`src/rtl/fetch_sequencer.sv`:
```
// fetch_sequencer
//
// Owns the architectural PC of the single-cycle core and runs the
// instruction-memory fetch handshake. It issues one fetch per instruction and
// holds the fetched word until execute accepts it. On that handshake it moves
// the PC to next_pc. A misaligned next_pc or a memory that never acknowledges
// raises a sticky fault, and only reset clears it.
//
// Parameters:
//   RESET_PC     PC loaded on reset (bits [1:0] must be zero)
//   MAX_WAIT     REQ cycles without ack before a timeout fault (1..255)
//
// Ports:
//   clk          core clock
//   rst_n        asynchronous active-low reset
//   next_pc      next PC from the next-PC adder, sampled on the handshake
//   pc           current PC register
//   imem_req     fetch request (registered)
//   imem_addr    fetch address, a direct copy of pc
//   imem_ack     memory returns imem_rdata this cycle
//   imem_rdata   instruction word
//   instr        fetched instruction, held until accepted
//   instr_valid  instr is valid
//   instr_ready  execute accepts instr this cycle
//   fetch_fault  sticky fault flag
//   fault_cause  01 misaligned next_pc, 10 imem timeout, 00 none
//
// Optional feature (macro FETCH_PERF_COUNTERS_EN):
//   fetch_count  number of accepted instructions
//   stall_count  REQ cycles without ack plus VALID cycles without ready

module fetch_sequencer #(
  parameter logic [31:0] RESET_PC = 32'h0000_0000,
  parameter int unsigned MAX_WAIT = 16
) (
  input  logic        clk,
  input  logic        rst_n,
  input  logic [31:0] next_pc,
  output logic [31:0] pc,
  output logic        imem_req,
  output logic [31:0] imem_addr,
  input  logic        imem_ack,
  input  logic [31:0] imem_rdata,
  output logic [31:0] instr,
  output logic        instr_valid,
  input  logic        instr_ready,
  output logic        fetch_fault,
  output logic [1:0]  fault_cause
`ifdef FETCH_PERF_COUNTERS_EN
  ,
  output logic [31:0] fetch_count,
  output logic [31:0] stall_count
`endif
);

  typedef enum logic [1:0] {
    BOOT  = 2'd0,
    REQ   = 2'd1,
    VALID = 2'd2,
    FAULT = 2'd3
  } state_e;

  localparam logic [31:0] NOP        = 32'h0000_0013;
  localparam logic [7:0]  WAIT_LIMIT = 8'(MAX_WAIT - 1);
  localparam logic [1:0]  CAUSE_MISALIGN = 2'b01;
  localparam logic [1:0]  CAUSE_TIMEOUT  = 2'b10;

  state_e      state_q, state_d;
  logic [31:0] pc_q, pc_d;
  logic [31:0] instr_q, instr_d;
  logic [7:0]  wait_q, wait_d;
  logic [1:0]  cause_q, cause_d;
  logic        req_q, req_d;
  logic        valid_q, valid_d;
  logic        fault_q, fault_d;

  // Next-state logic. The wait counter is checked before it increments, so
  // with MAX_WAIT=N the fault is taken at the end of the N-th REQ cycle
  // without ack. An ack in that same cycle still wins.
  always_comb begin
    state_d = state_q;
    pc_d    = pc_q;
    instr_d = instr_q;
    wait_d  = wait_q;
    cause_d = cause_q;

    case (state_q)
      BOOT: begin
        wait_d  = 8'd0;
        state_d = REQ;
      end
      REQ: begin
        if (imem_ack) begin
          instr_d = imem_rdata;
          wait_d  = 8'd0;
          state_d = VALID;
        end else if (wait_q == WAIT_LIMIT) begin
          cause_d = CAUSE_TIMEOUT;
          state_d = FAULT;
        end else begin
          wait_d = wait_q + 8'd1;
        end
      end
      VALID: begin
        if (instr_ready) begin
          if (next_pc[1:0] == 2'b00) begin
            pc_d    = next_pc;
            state_d = REQ;
          end else begin
            cause_d = CAUSE_MISALIGN;
            state_d = FAULT;
          end
        end
      end
      FAULT: begin
        state_d = FAULT;
      end
      default: begin
        state_d = BOOT;
      end
    endcase

    // The status outputs are decoded from the next state so they come
    // straight out of flops aligned with state_q.
    req_d   = (state_d == REQ);
    valid_d = (state_d == VALID);
    fault_d = (state_d == FAULT);
  end

  // State and output registers. Reset abandons any fetch in flight.
  always_ff @(posedge clk or negedge rst_n) begin
    if (!rst_n) begin
      state_q <= BOOT;
      pc_q    <= RESET_PC;
      instr_q <= NOP;
      wait_q  <= 8'd0;
      cause_q <= 2'b00;
      req_q   <= 1'b0;
      valid_q <= 1'b0;
      fault_q <= 1'b0;
    end else begin
      state_q <= state_d;
      pc_q    <= pc_d;
      instr_q <= instr_d;
      wait_q  <= wait_d;
      cause_q <= cause_d;
      req_q   <= req_d;
      valid_q <= valid_d;
      fault_q <= fault_d;
    end
  end

  assign pc          = pc_q;
  assign imem_addr   = pc_q;
  assign imem_req    = req_q;
  assign instr       = instr_q;
  assign instr_valid = valid_q;
  assign fetch_fault = fault_q;
  assign fault_cause = cause_q;

`ifdef FETCH_PERF_COUNTERS_EN
  logic [31:0] fetch_cnt_q, fetch_cnt_d;
  logic [31:0] stall_cnt_q, stall_cnt_d;

  // The counters only move in REQ and VALID, so they freeze on their own
  // once FAULT is entered.
  always_comb begin
    fetch_cnt_d = fetch_cnt_q;
    stall_cnt_d = stall_cnt_q;
    if (state_q == VALID && instr_ready) begin
      fetch_cnt_d = fetch_cnt_q + 32'd1;
    end
    if ((state_q == REQ && !imem_ack) || (state_q == VALID && !instr_ready)) begin
      stall_cnt_d = stall_cnt_q + 32'd1;
    end
  end

  always_ff @(posedge clk or negedge rst_n) begin
    if (!rst_n) begin
      fetch_cnt_q <= 32'd0;
      stall_cnt_q <= 32'd0;
    end else begin
      fetch_cnt_q <= fetch_cnt_d;
      stall_cnt_q <= stall_cnt_d;
    end
  end

  assign fetch_count = fetch_cnt_q;
  assign stall_count = stall_cnt_q;
`endif

endmodule

```
`config.mk`:
```
export PLATFORM = sky130hd
export DESIGN_NAME = fetch_sequencer
export DESIGN_NICKNAME = d
export VERILOG_FILES = /design/src/rtl/fetch_sequencer.sv
export SDC_FILE = /design/constraint.sdc
export NUM_CORES = 1
export LEC_CHECK = 0
export ABC_CLOCK_PERIOD_IN_PS = 2300
export CORE_MARGIN = 2
export CORE_UTILIZATION = 40
export CTS_CLUSTER_SIZE = 25
export DETAILED_ROUTE_END_ITERATION = 6
export PLACE_DENSITY = 0.8
export SETUP_SLACK_MARGIN = 0.15
export SYNTH_ARGS = -nofsm -noshare
export SYNTH_HDL_FRONTEND = slang
export SYNTH_SLANG_ARGS = --single-unit
```
`constraint.sdc`:
```
create_clock -name clk -period 2.3 [get_ports clk]
set_input_delay 0.23 -clock clk [delete_from_list [all_inputs] [get_ports clk]]
set_output_delay 0.23 -clock clk [all_outputs]
set_load 0.005 [all_outputs]
```
==> metrics.txt, run 1 <==
# TYPE chip_impl_metric gauge
chip_impl_info{name="synthFlopType",value="sky130_fd_sc_hd__dfrtp_1"} 1
chip_impl_info{name="criticalPathCategory",value="reg -> reg"} 1
chip_impl_metric{name="wire_length_of_the_first_global_routing_pass",unit="mm"} 11.4
chip_impl_metric{name="routed_via_density",unit=""} 4.83
chip_impl_metric{name="synth_cell_type_count",unit=""} 35
chip_impl_metric{name="max-cap-violations",unit=""} 0
chip_impl_metric{name="grt_pass1_vias",unit=""} 2395
chip_impl_metric{name="ys_seq_elements",unit=""} 79
chip_impl_metric{name="routed_wirelength",unit="mm"} 7.46
chip_impl_metric{name="mappedNetlistArea",unit="sq mm"} 0.00335
chip_impl_info{name="synth_most_common_cell",value="sky130_fd_sc_hd__dfrtp_1"} 1
chip_impl_metric{name="critical_path_peak_fanout",unit=""} 7
chip_impl_metric{name="clock_latency",unit="ns"} 0.33
chip_impl_metric{name="cts.sinks",unit=""} 79
chip_impl_metric{name="grt_remaining_overflow",unit=""} 0
chip_impl_metric{name="warnings_from_yosys",unit=""} 0
chip_impl_metric{name="hold_viol",unit=""} 0
chip_impl_metric{name="worst_path_largest_cell_delay",unit="ns"} 0.53
chip_impl_metric{name="finalSetupViolations",unit=""} 0
chip_impl_metric{name="placement_rows",unit=""} 33
chip_impl_metric{name="detailed_place_hpwl",unit="mm"} 5.61
chip_impl_info{name="worst_setup_path_start_kind",value="register"} 1
chip_impl_metric{name="crit_required",unit="ns"} 2.51
chip_impl_metric{name="cellPowerDensity",unit="mW/mm^2"} 561
chip_impl_metric{name="track_usage",unit="%"} 16.3
chip_impl_metric{name="report.final.slew_viol_count",unit=""} 0
chip_impl_metric{name="portion_of_synthesized_cell_area_occupied_by_the_leading_cell_type",unit="%"} 56.7
chip_impl_metric{name="area_of_the_core",unit="sq mm"} 0.00818
chip_impl_metric{name="worstPathArrival",unit="ns"} 2.00
chip_impl_info{name="worst_path_dominant_cell_family",value="simple AND/OR/NAND/NOR gates"} 1
chip_impl_metric{name="dr.pass1.iters",unit=""} 4
chip_impl_metric{name="worstMarginPinSlew",unit="ns"} 0.551
chip_impl_metric{name="wire_per_inst",unit="microns"} 15.0
chip_impl_metric{name="num_vias",unit=""} 2405
chip_impl_metric{name="worst-path-buf-inv",unit=""} 0
chip_impl_metric{name="number_of_diodes",unit=""} 0
chip_impl_info{name="synth.largest_area_cell",value="sky130_fd_sc_hd__dfrtp_1"} 1
chip_impl_info{name="result_of_the_run",value="finished, final reports clean"} 1
chip_impl_info{name="ys_top_cells_by_count",value="76 x sky130_fd_sc_hd__dfrtp_1, 60 x sky130_fd_sc_hd__mux2_2, 32 x sky130_fd_sc_hd__buf_4, 9 x sky130_fd_sc_hd__nor2_1, 8 x sky130_fd_sc_hd__nand2_1"} 1
chip_impl_metric{name="detailed_place.area",unit="sq mm"} 0.00495
chip_impl_metric{name="grt_antenna_before_repair",unit=""} 0
chip_impl_metric{name="final_min_period_over_clock_period",unit="%"} 77.8
chip_impl_metric{name="effective_utilization_at_floorplan",unit="%"} 41.0
chip_impl_metric{name="portBuffers",unit=""} 168
chip_impl_metric{name="instances_no_fill",unit=""} 498
chip_impl_info{name="min_path_type",value="in -> async"} 1
chip_impl_metric{name="die_height",unit="microns"} 95.6
chip_impl_info{name="critical_path.cell_chain",value="or3_4, or3_1, o31ai_4, a21oi_1"} 1
chip_impl_metric{name="floorplan.die_area",unit="sq mm"} 0.00913
chip_impl_metric{name="post-route-cell-area",unit="sq mm"} 0.00517
chip_impl_metric{name="clk_transition_reported_paths",unit="ns"} 0.08
chip_impl_info{name="critical_path_sink_type",value="register"} 1
chip_impl_metric{name="synth_enable_flop_cells",unit=""} 0
chip_impl_metric{name="grt_max_degree",unit=""} 43
chip_impl_metric{name="place.gp.congestion",unit=""} 0.835
chip_impl_info{name="netlist_top_cells_area",value="sky130_fd_sc_hd__dfrtp_1 57%, sky130_fd_sc_hd__mux2_2 20%, sky130_fd_sc_hd__buf_4 7.2%"} 1
chip_impl_info{name="grt_setup_unrepaired",value="false"} 1
chip_impl_metric{name="leakage",unit="nW"} 2.30
chip_impl_metric{name="cts-htree-levels",unit=""} 3
chip_impl_metric{name="hold_ws",unit="ns"} 0.426
chip_impl_metric{name="synth_async_sr_flop_share",unit="%"} 100
chip_impl_metric{name="synth_instances",unit=""} 245
chip_impl_metric{name="synthToLayoutAreaGrowth",unit="%"} 54.2
chip_impl_metric{name="share_of_the_core_filled_with_cells_in_the_final_layout",unit="%"} 63.3
chip_impl_metric{name="place_inst",unit=""} 481
chip_impl_metric{name="tns",unit="ns"} 0
chip_impl_metric{name="max-clock-path-buffers",unit=""} 2
chip_impl_metric{name="peakVddDrop",unit="mV"} 0.295
chip_impl_info{name="tritoncts_clock_tree",value="done"} 1
chip_impl_metric{name="synth.avg_cell_area",unit="sq um"} 13.7
chip_impl_metric{name="place_worst_setup_slack",unit="ns"} 0.470
chip_impl_metric{name="power.total",unit="mW"} 2.90
chip_impl_metric{name="slew-limit-headroom",unit="%"} 63.3
chip_impl_info{name="clock-root-buffer",value="sky130_fd_sc_hd__clkbuf_8"} 1
chip_impl_metric{name="worst_slack",unit="ns"} 0.509
chip_impl_metric{name="final_layout_size_suffix_gt1_share",unit="%"} 22.6
chip_impl_metric{name="antenna_violating_nets_post_route",unit=""} 0
chip_impl_metric{name="clock-skew-final",unit="ns"} 0.00976
chip_impl_info{name="timing.critical_path.slowest_stage_cell",value="sky130_fd_sc_hd__or3_1"} 1
chip_impl_metric{name="io-pin-count",unit=""} 169
chip_impl_metric{name="remaining_drc_errors",unit=""} 0
chip_impl_metric{name="synth_fp_nets",unit=""} 314
chip_impl_metric{name="drt_iter0_markers",unit=""} 72
chip_impl_metric{name="final_net_count",unit=""} 457
chip_impl_metric{name="number_of_setup_buffers_added_after_cts",unit=""} 0
chip_impl_metric{name="tritoncts.num_buffers",unit=""} 9
chip_impl_metric{name="fmax",unit="MHz"} 558
chip_impl_metric{name="synth_seq_area_share",unit="%"} 59.0
chip_impl_metric{name="die_outline_width",unit="microns"} 95.6
chip_impl_metric{name="final_period_minus_worst_setup_slack",unit="ns"} 1.79
[per-layer routing]
layer	global-route usage, %	vias up	share of wire [%]
li1	-	1094	-
met1	19.2	1182	39
met2	27.8	120	49
met3	5.22	9	10
met4	5.71	0	1.5
met5	0	-	0
[kinds of logic after synthesis]
family / count (synthesis) / synth area share (%)
buffers and inverters: 45 / 9.10
adders and majority gates: 1 / 0.373
muxes: 63 / 21.1
xor gates and xnor gates: 2 / 0.522
AOI/OAI and AO/OA: 22 / 4.77
DFF: 79 / 59.0
and+or+nand+nor: 33 / 5.07
[flip-flops by register name, summed over array words and instances (netlist names)]
signal and count:
fault_cause 2, fetch_fault 1, imem_addr 32, imem_req 1, instr 32, instr_valid 1, state_q 2, wait_q 8
[area by class of cell]
cell class / instances / area [sq um]
Sequential cell: 79 / 1980
Clock buffer: 11 / 131
Fill cell: 644 / 3000
Tap cell: 105 / 131
Timing Repair Buffer: 173 / 1760
Inverter: 4 / 15.0
Multi-Input combinational cell: 121 / 1080
Clock inverter: 5 / 81.3
[worst paths after layout]
check                      cells past startpoint                   from  slack, ns                          to
max reg2reg                                    4  wait_q[5]$_DFFE_PN0P_       0.51  fault_cause[0]$_DFFE_PN0P_
min                                            2                  rst_n       0.43        instr[9]$_DFFE_PN0P_
max                                            4  wait_q[5]$_DFFE_PN0P_       0.51  fault_cause[0]$_DFFE_PN0P_
max in group asynchronous                      3                  rst_n       1.26        instr[1]$_DFFE_PN1P_
min reg2reg                                    1   instr[8]$_DFFE_PN0P_       0.50        instr[8]$_DFFE_PN0P_
min in group clk                               2            next_pc[13]       0.50   imem_addr[13]$_DFFE_PN0P_
[layout by cell type, fill, tap and decap left out, types with 2 or more instances in the layout]
cell type,instances
sky130_fd_sc_hd__buf_12,3
sky130_fd_sc_hd__dfrtp_1,76
sky130_fd_sc_hd__a21oi_1,6
sky130_fd_sc_hd__bufinv_16,2
sky130_fd_sc_hd__a22o_1,2
sky130_fd_sc_hd__mux2_2,60
sky130_fd_sc_hd__nor2b_1,3
sky130_fd_sc_hd__inv_1,4
sky130_fd_sc_hd__o21ai_0,5
sky130_fd_sc_hd__nand2_1,8
sky130_fd_sc_hd__clkdlybuf4s50_1,167
sky130_fd_sc_hd__a31oi_1,2
sky130_fd_sc_hd__a21oi_2,2
sky130_fd_sc_hd__clkbuf_1,2
sky130_fd_sc_hd__mux2_1,2
sky130_fd_sc_hd__clkbuf_8,9
sky130_fd_sc_hd__buf_4,2
sky130_fd_sc_hd__nand3_1,5
sky130_fd_sc_hd__dfstp_2,3
sky130_fd_sc_hd__nor2_1,9
[timing repair]
action                    in CTS  in global routing
hold endpoints to repair      40                  0
gates resized for setup        0                  0
hold buffers                   1                  0
[where the power goes]
part / leakage (nW) / switching (mW) / internal (mW)
Combinational: 1.14 / 0.0935 / 0.247
Clock: 0.104 / 0.484 / 0.615
Sequential: 1.06 / 0.0314 / 1.43
Total: 2.30 / 0.609 / 2.30
Note: power is estimated with default switching activity, not from simulation.
==> inputs of run 2 (changes only) <==
--- a/config.mk
+++ b/config.mk
@@ -5,7 +5,7 @@
 export SDC_FILE = /design/constraint.sdc
 export NUM_CORES = 1
 export LEC_CHECK = 0
-export ABC_CLOCK_PERIOD_IN_PS = 2300
+export ABC_CLOCK_PERIOD_IN_PS = 1650
 export CORE_MARGIN = 2
 export CORE_UTILIZATION = 40
 export CTS_CLUSTER_SIZE = 25
==> constraint.sdc (replaced) <==
create_clock -name clk -period 1.65 [get_ports clk]
set_input_delay 0.165 -clock clk [delete_from_list [all_inputs] [get_ports clk]]
set_output_delay 0.165 -clock clk [all_outputs]
set_load 0.005 [all_outputs]
==> run 2 against run 1 <==
Effect of this change: wire length up 0.70%; cell area up 2.2%; setup slack worse by 0.41 ns; count of clock-buffer cells in the layout up 1; sequential power up 39%; non-clock buffer count up 15; cell count up 3.0%; critical endpoint unchanged; largest cell class unchanged; highest routed layer unchanged.
==> metrics.txt, run 2 (synthesis results as in run 1) <==
# TYPE chip_impl_metric gauge
chip_impl_info{name="result_of_the_run",value="finished, final reports clean"} 1
chip_impl_metric{name="cts.sinks",unit=""} 79
chip_impl_info{name="leading_cell_type_in_the_layout_fill_and_taps_excluded",value="sky130_fd_sc_hd__clkdlybuf4s50_1"} 1
chip_impl_metric{name="number_of_diodes",unit=""} 0
chip_impl_metric{name="grt_antenna_before_repair",unit=""} 0
chip_impl_info{name="timing.critical_path.slowest_stage_cell",value="sky130_fd_sc_hd__or3_4"} 1
chip_impl_metric{name="detailed_place.area",unit="sq mm"} 0.00505
chip_impl_info{name="worstReg2RegStart",value="wait_q[7]$_DFFE_PN0P_"} 1
chip_impl_metric{name="place.gp.congestion",unit=""} 0.819
chip_impl_metric{name="grt_max_degree",unit=""} 35
chip_impl_metric{name="max-clock-path-buffers",unit=""} 2
chip_impl_metric{name="clk_transition_reported_paths",unit="ns"} 0.08
chip_impl_metric{name="peakVddDrop",unit="mV"} 0.621
chip_impl_info{name="global_route.peak_usage_layer",value="met2"} 1
chip_impl_info{name="cp_common_cell",value="sky130_fd_sc_hd__or3_4"} 1
chip_impl_metric{name="worstMarginPinSlew",unit="ns"} 0.352
chip_impl_metric{name="finalSetupViolations",unit=""} 0
chip_impl_metric{name="routed_wirelength",unit="mm"} 7.52
chip_impl_metric{name="max-cap-violations",unit=""} 0
chip_impl_metric{name="cts-htree-levels",unit=""} 3
chip_impl_metric{name="hold_viol",unit=""} 0
chip_impl_metric{name="die_outline_width",unit="microns"} 95.6
chip_impl_metric{name="place_inst",unit=""} 494
chip_impl_info{name="grt_setup_unrepaired",value="true"} 1
chip_impl_info{name="critical_path_sink_type",value="register"} 1
chip_impl_metric{name="worst-path-buf-inv",unit=""} 0
chip_impl_metric{name="final_net_count",unit=""} 472
chip_impl_metric{name="met2_grt_util",unit="%"} 26.2
chip_impl_metric{name="drt_iter0_markers",unit=""} 48
chip_impl_metric{name="instances_no_fill",unit=""} 513
chip_impl_info{name="clock-root-buffer",value="sky130_fd_sc_hd__clkbuf_8"} 1
chip_impl_metric{name="slew-limit-headroom",unit="%"} 76.6
chip_impl_metric{name="routed_via_density",unit=""} 4.75
chip_impl_metric{name="io-pin-count",unit=""} 169
chip_impl_metric{name="placement_rows",unit=""} 33
chip_impl_metric{name="detailed_place_hpwl",unit="mm"} 5.70
chip_impl_info{name="worst_path_dominant_cell_family",value="simple AND/OR/NAND/NOR gates"} 1
chip_impl_metric{name="final_min_period_over_clock_period",unit="%"} 94.3
chip_impl_metric{name="clock-skew-final",unit="ns"} 0.00838
chip_impl_info{name="worst_setup_path_start_kind",value="register"} 1
chip_impl_metric{name="gr-usage-met1",unit="%"} 20.2
chip_impl_metric{name="die_height",unit="microns"} 95.6
chip_impl_metric{name="track_usage",unit="%"} 16.4
chip_impl_metric{name="grt_remaining_overflow",unit=""} 0
chip_impl_metric{name="wire_per_inst",unit="microns"} 14.7
chip_impl_metric{name="remaining_drc_errors",unit=""} 0
chip_impl_metric{name="portBuffers",unit=""} 168
chip_impl_metric{name="worstPathArrival",unit="ns"} 1.77
chip_impl_metric{name="wire_length_of_the_first_global_routing_pass",unit="mm"} 11.5
chip_impl_metric{name="grt_pass1_vias",unit=""} 2387
chip_impl_metric{name="critical_path_peak_fanout",unit=""} 7
chip_impl_metric{name="final_layout_size_suffix_gt1_share",unit="%"} 26.5
chip_impl_metric{name="floorplan.die_area",unit="sq mm"} 0.00913
chip_impl_info{name="min_path_type",value="in -> async"} 1
chip_impl_metric{name="effective_utilization_at_floorplan",unit="%"} 41.0
chip_impl_info{name="critical_path.cell_chain",value="or3_4, or3_4, o31ai_4, a21oi_1"} 1
chip_impl_metric{name="crit_required",unit="ns"} 1.87
chip_impl_metric{name="synthToLayoutAreaGrowth",unit="%"} 57.6
chip_impl_metric{name="leakage",unit="nW"} 2.41
chip_impl_metric{name="antenna_violating_nets_post_route",unit=""} 0
chip_impl_metric{name="power.total",unit="mW"} 3.91
chip_impl_metric{name="tritoncts.num_buffers",unit=""} 9
chip_impl_info{name="tritoncts_clock_tree",value="done"} 1
chip_impl_metric{name="num_vias",unit=""} 2437
chip_impl_info{name="critical_path.startpoint",value="wait_q[7]$_DFFE_PN0P_"} 1
chip_impl_metric{name="clock_latency",unit="ns"} 0.34
chip_impl_metric{name="post-route-cell-area",unit="sq mm"} 0.00529
chip_impl_metric{name="report.final.slew_viol_count",unit=""} 0
chip_impl_metric{name="final_period_minus_worst_setup_slack",unit="ns"} 1.56
chip_impl_metric{name="area_of_the_core",unit="sq mm"} 0.00818
chip_impl_metric{name="worst_path_largest_cell_delay",unit="ns"} 0.40
chip_impl_info{name="criticalPathCategory",value="reg -> reg"} 1
chip_impl_metric{name="fmax",unit="MHz"} 643
chip_impl_metric{name="dr.pass1.iters",unit=""} 4
chip_impl_metric{name="grtUsageMet3",unit="%"} 5.77
chip_impl_info{name="layout.cells.most_common_list",value="163 x sky130_fd_sc_hd__clkdlybuf4s50_1, 76 x sky130_fd_sc_hd__dfrtp_1, 60 x sky130_fd_sc_hd__mux2_2"} 1
chip_impl_metric{name="cellPowerDensity",unit="mW/mm^2"} 739
run 2: worst paths after layout:
path	slack, ns	depth (start not counted)	to
max in group asynchronous	0.78	3	imem_addr[9]$_DFFE_PN0P_
worst min-delay path	0.28	2	instr[10]$_DFFE_PN0P_
min in group clk	0.43	2	imem_addr[29]$_DFFE_PN0P_
worst min register to register	0.51	1	instr[15]$_DFFE_PN0P_
worst max register to register	0.09	4	fault_cause[0]$_DFFE_PN0P_
worst max-delay path	0.09	4	fault_cause[0]$_DFFE_PN0P_
run 2: power breakdown:
group | switching (mW) | internal, mW | total [mW]
clock network | 0.647 | 0.734 | 1.38
logic | 0.135 | 0.347 | 0.482
registers | 0.0425 | 2.00 | 2.04
total | 0.824 | 3.08 | 3.91
run 2: timing repair:
action / CTS / global route
gates resized for setup: 6 / 4
endpoints found under the setup margin: 41 / 40
hold buffers: 1 / 0
pin swaps: 0 / 4
hold endpoints to repair: 23 / 0
setup buffers: 1 / 1
run 2: routing by layer:
metal | vias up | wire [microns]
met5 | - | 0
met4 | 0 | 104
met3 | 9 | 812
met2 | 124 | 3650
met1 | 1168 | 2950
li1 | 1136 | -
run 2: layout make-up:
type,count,area (sq um)
Clock buffer,12,145
Clock inverter,4,45.0
Fill cell,648,2890
Inverter,4,15.0
Multi-Input combinational cell,121,1100
Sequential cell,79,1980
Tap cell,105,131
Timing Repair Buffer,188,1870
run 2: metrics by stage:
stage	hold slack [ns]	TNS [ns]	setup WS, ns	util, %
after floorplan	-0.131	0	0.0697	-
after global placement	0.101	-1.67	-0.0594	61.8
after detailed placement	0.104	-2.85	-0.111	61.8
after CTS	0.270	0	0.0943	64.4
after global routing	0.313	0	0.0379	64.6
final	0.277	0	0.0945	64.6
==> inputs of run 3 (changes only) <==
--- a/config.mk
+++ b/config.mk
@@ -5,12 +5,12 @@
 export SDC_FILE = /design/constraint.sdc
 export NUM_CORES = 1
 export LEC_CHECK = 0
-export ABC_CLOCK_PERIOD_IN_PS = 1650
+export ABC_CLOCK_PERIOD_IN_PS = 1810
 export CORE_MARGIN = 2
-export CORE_UTILIZATION = 40
+export CORE_UTILIZATION = 43
 export CTS_CLUSTER_SIZE = 25
 export DETAILED_ROUTE_END_ITERATION = 6
-export PLACE_DENSITY = 0.8
+export PLACE_DENSITY = 0.85
 export SETUP_SLACK_MARGIN = 0.15
 export SYNTH_ARGS = -nofsm -noshare
 export SYNTH_HDL_FRONTEND = slang
==> constraint.sdc (replaced) <==
create_clock -name clk -period 1.81 [get_ports clk]
set_input_delay 0.181 -clock clk [delete_from_list [all_inputs] [get_ports clk]]
set_output_delay 0.181 -clock clk [all_outputs]
set_load 0.005 [all_outputs]
==> run 3 against run 2 <==
Effect of this change: register-to-register slack better by 0.13 ns; non-clock buffer count is 10 lower; global-route usage is 1.8 points higher; cell count decreased by 2.5%; worst hold slack improved by 0.0051 ns; maximum frequency is 2.0% lower; clock skew increased by 0.0082 ns; highest routed layer unchanged; power fell by 5.0%; first-iteration DRC count grew 40%.
==> metrics.txt, run 3 (synthesis results as in run 1) <==
# TYPE chip_impl_metric gauge
chip_impl_info{name="worst_r2r_endpoint",value="fault_cause[0]$_DFFE_PN0P_"} 1
chip_impl_info{name="critical_path_sink_type",value="register"} 1
chip_impl_metric{name="remaining_drc_errors",unit=""} 0
chip_impl_metric{name="tns",unit="ns"} 0
chip_impl_metric{name="worstMarginPinSlew",unit="ns"} 0.305
chip_impl_metric{name="die_height",unit="microns"} 92.3
chip_impl_metric{name="cts.sinks",unit=""} 79
chip_impl_metric{name="dr.pass1.iters",unit=""} 4
chip_impl_metric{name="effective_utilization_at_floorplan",unit="%"} 43.9
chip_impl_metric{name="clk_transition_reported_paths",unit="ns"} 0.08
chip_impl_metric{name="grt_antenna_before_repair",unit=""} 0
chip_impl_info{name="clock-root-buffer",value="sky130_fd_sc_hd__clkbuf_8"} 1
chip_impl_metric{name="max-clock-path-buffers",unit=""} 2
chip_impl_metric{name="n_fill_cell",unit=""} 581
chip_impl_metric{name="floorplan.die_area",unit="sq mm"} 0.00852
chip_impl_metric{name="power.total",unit="mW"} 3.71
chip_impl_metric{name="worst_r2r_path_depth",unit=""} 4
chip_impl_info{name="grt_setup_unrepaired",value="false"} 1
chip_impl_metric{name="final_net_count",unit=""} 462
chip_impl_metric{name="placement_rows",unit=""} 32
chip_impl_metric{name="leakage",unit="nW"} 2.34
chip_impl_metric{name="peakVddDrop",unit="mV"} 0.446
chip_impl_metric{name="report.final.slew_viol_count",unit=""} 0
chip_impl_metric{name="setup.reg_to_reg.worst_slack",unit="ns"} 0.22
chip_impl_metric{name="cellPowerDensity",unit="mW/mm^2"} 711
chip_impl_metric{name="antenna_violating_nets_post_route",unit=""} 0
chip_impl_metric{name="clock_latency",unit="ns"} 0.34
chip_impl_metric{name="drt_iter0_markers",unit=""} 67
chip_impl_metric{name="portBuffers",unit=""} 168
chip_impl_metric{name="clock-skew-final",unit="ns"} 0.0166
chip_impl_metric{name="wire_length_of_the_first_global_routing_pass",unit="mm"} 12.3
chip_impl_metric{name="final_min_period_over_clock_period",unit="%"} 87.7
chip_impl_metric{name="fmax",unit="MHz"} 630
chip_impl_metric{name="area_used_by_sequential_logic_in_the_layout",unit="sq mm"} 0.00198
chip_impl_metric{name="slew-limit-headroom",unit="%"} 79.7
chip_impl_metric{name="finalSetupViolations",unit=""} 0
chip_impl_metric{name="hold_ws",unit="ns"} 0.282
chip_impl_info{name="tritoncts_clock_tree",value="done"} 1
chip_impl_metric{name="cts-htree-levels",unit=""} 3
chip_impl_info{name="leading_cell_type_in_the_layout_fill_and_taps_excluded",value="sky130_fd_sc_hd__clkdlybuf4s50_1"} 1
chip_impl_metric{name="io-pin-count",unit=""} 169
chip_impl_metric{name="synthToLayoutAreaGrowth",unit="%"} 55.7
chip_impl_metric{name="worstPathArrival",unit="ns"} 1.80
chip_impl_metric{name="wire_per_inst",unit="microns"} 15.1
chip_impl_metric{name="place.gp.congestion",unit=""} 0.821
chip_impl_metric{name="crit_required",unit="ns"} 2.02
chip_impl_info{name="layout.cells.most_common_list",value="167 x sky130_fd_sc_hd__clkdlybuf4s50_1, 76 x sky130_fd_sc_hd__dfrtp_1, 60 x sky130_fd_sc_hd__mux2_2"} 1
chip_impl_metric{name="max-cap-violations",unit=""} 0
chip_impl_metric{name="track_usage",unit="%"} 18.3
chip_impl_info{name="min_path_type",value="in -> async"} 1
chip_impl_metric{name="grt_max_degree",unit=""} 58
chip_impl_metric{name="share_of_the_core_filled_with_cells_in_the_final_layout",unit="%"} 68.3
chip_impl_metric{name="grt_remaining_overflow",unit=""} 0
chip_impl_metric{name="number_of_diodes",unit=""} 0
chip_impl_metric{name="multiInputGateArea",unit="sq mm"} 0.00109
chip_impl_info{name="worst_setup_path_start_kind",value="register"} 1
chip_impl_metric{name="final_period_minus_worst_setup_slack",unit="ns"} 1.59
chip_impl_metric{name="die_outline_width",unit="microns"} 92.3
chip_impl_info{name="criticalPathCategory",value="reg -> reg"} 1
chip_impl_info{name="worstReg2RegStart",value="wait_q[6]$_DFFE_PN0P_"} 1
chip_impl_metric{name="final_layout_size_suffix_gt1_share",unit="%"} 24.4
chip_impl_metric{name="critical_path_peak_fanout",unit=""} 7
chip_impl_metric{name="post-route-cell-area",unit="sq mm"} 0.00522
chip_impl_metric{name="routed_via_density",unit=""} 4.86
chip_impl_metric{name="detailed_place_hpwl",unit="mm"} 5.69
chip_impl_metric{name="area_of_the_core",unit="sq mm"} 0.00765
chip_impl_metric{name="detailed_place.area",unit="sq mm"} 0.00498
chip_impl_metric{name="hold_viol",unit=""} 0
chip_impl_metric{name="routed_wirelength",unit="mm"} 7.57
chip_impl_info{name="result_of_the_run",value="finished, final reports clean"} 1
chip_impl_metric{name="num_vias",unit=""} 2428
chip_impl_metric{name="grt_pass1_vias",unit=""} 2558
chip_impl_metric{name="tritoncts.num_buffers",unit=""} 9
-- run 3: worst max path at each step --
stage | startpoint | to | slack (ns) | cells after the start
after global routing | wait_q[1]$_DFFE_PN0P_ | wait_q[1]$_DFFE_PN0P_ | 0.15 | 6
final | wait_q[6]$_DFFE_PN0P_ | fault_cause[0]$_DFFE_PN0P_ | 0.22 | 4
after global placement | instr_ready | imem_addr[13]$_DFFE_PN0P_ | 0.07 | 5
after detailed placement | instr_ready | imem_addr[3]$_DFFE_PN0P_ | 0.04 | 5
after CTS | wait_q[6]$_DFFE_PN0P_ | fault_cause[0]$_DFFE_PN0P_ | 0.19 | 4
after floorplan | wait_q[5]$_DFFE_PN0P_ | fault_cause[0]$_DFFE_PN0P_ | 0.17 | 5
-- run 3: area by class of cell --
class / count / area share, %
Multi-Input combinational cell: 121 / 20.9
Sequential cell: 79 / 37.9
Clock buffer: 12 / 2.78
Clock inverter: 4 / 1.34
Inverter: 4 / 0.287
Timing Repair Buffer: 178 / 34.4
Tap cell: 102 / 2.44
-- run 3: critical path, stage by stage (launching register included) --
cell	delay, ns
sky130_fd_sc_hd__dfrtp_1	0.42
sky130_fd_sc_hd__or3_4	0.39
sky130_fd_sc_hd__or3_4	0.40
sky130_fd_sc_hd__o31ai_4	0.17
sky130_fd_sc_hd__a21oi_1	0.09
-- run 3: repair_timing --
| action | 4_1_cts | 5_1_grt |
|---|---|---|
| resized for setup | 1 | 2 |
| pin swaps | 0 | 1 |
| endpoints found under the hold margin | 22 | 0 |
| hold buffers | 1 | 0 |
| setup buffers | 0 | 1 |
| endpoints found under the setup margin | 7 | 6 |
-- run 3: per-layer routing --
metal,vias to the layer above,wire (microns),track usage [%]
li1,1108,-,-
met1,1186,2990,21.7
met2,120,3860,31.6
met3,14,589,4.72
met4,0,135,7.34
met5,-,0,0
-- run 3: where the power goes --
part / switching (mW) / internal [mW] / leakage [nW] / total, mW
combinational: 0.121 / 0.315 / 1.17 / 0.437
sequential: 0.0397 / 1.82 / 1.06 / 1.86
clock: 0.600 / 0.812 / 0.110 / 1.41
total: 0.761 / 2.95 / 2.34 / 3.71
-- run 3: stage by stage --
step / setup slack, ns / instances
global placement: 0.0743 / 482
detailed placement: 0.0435 / 482
floorplan: 0.172 / 245
finish: 0.223 / 500
global route: 0.149 / 500
CTS: 0.194 / 499
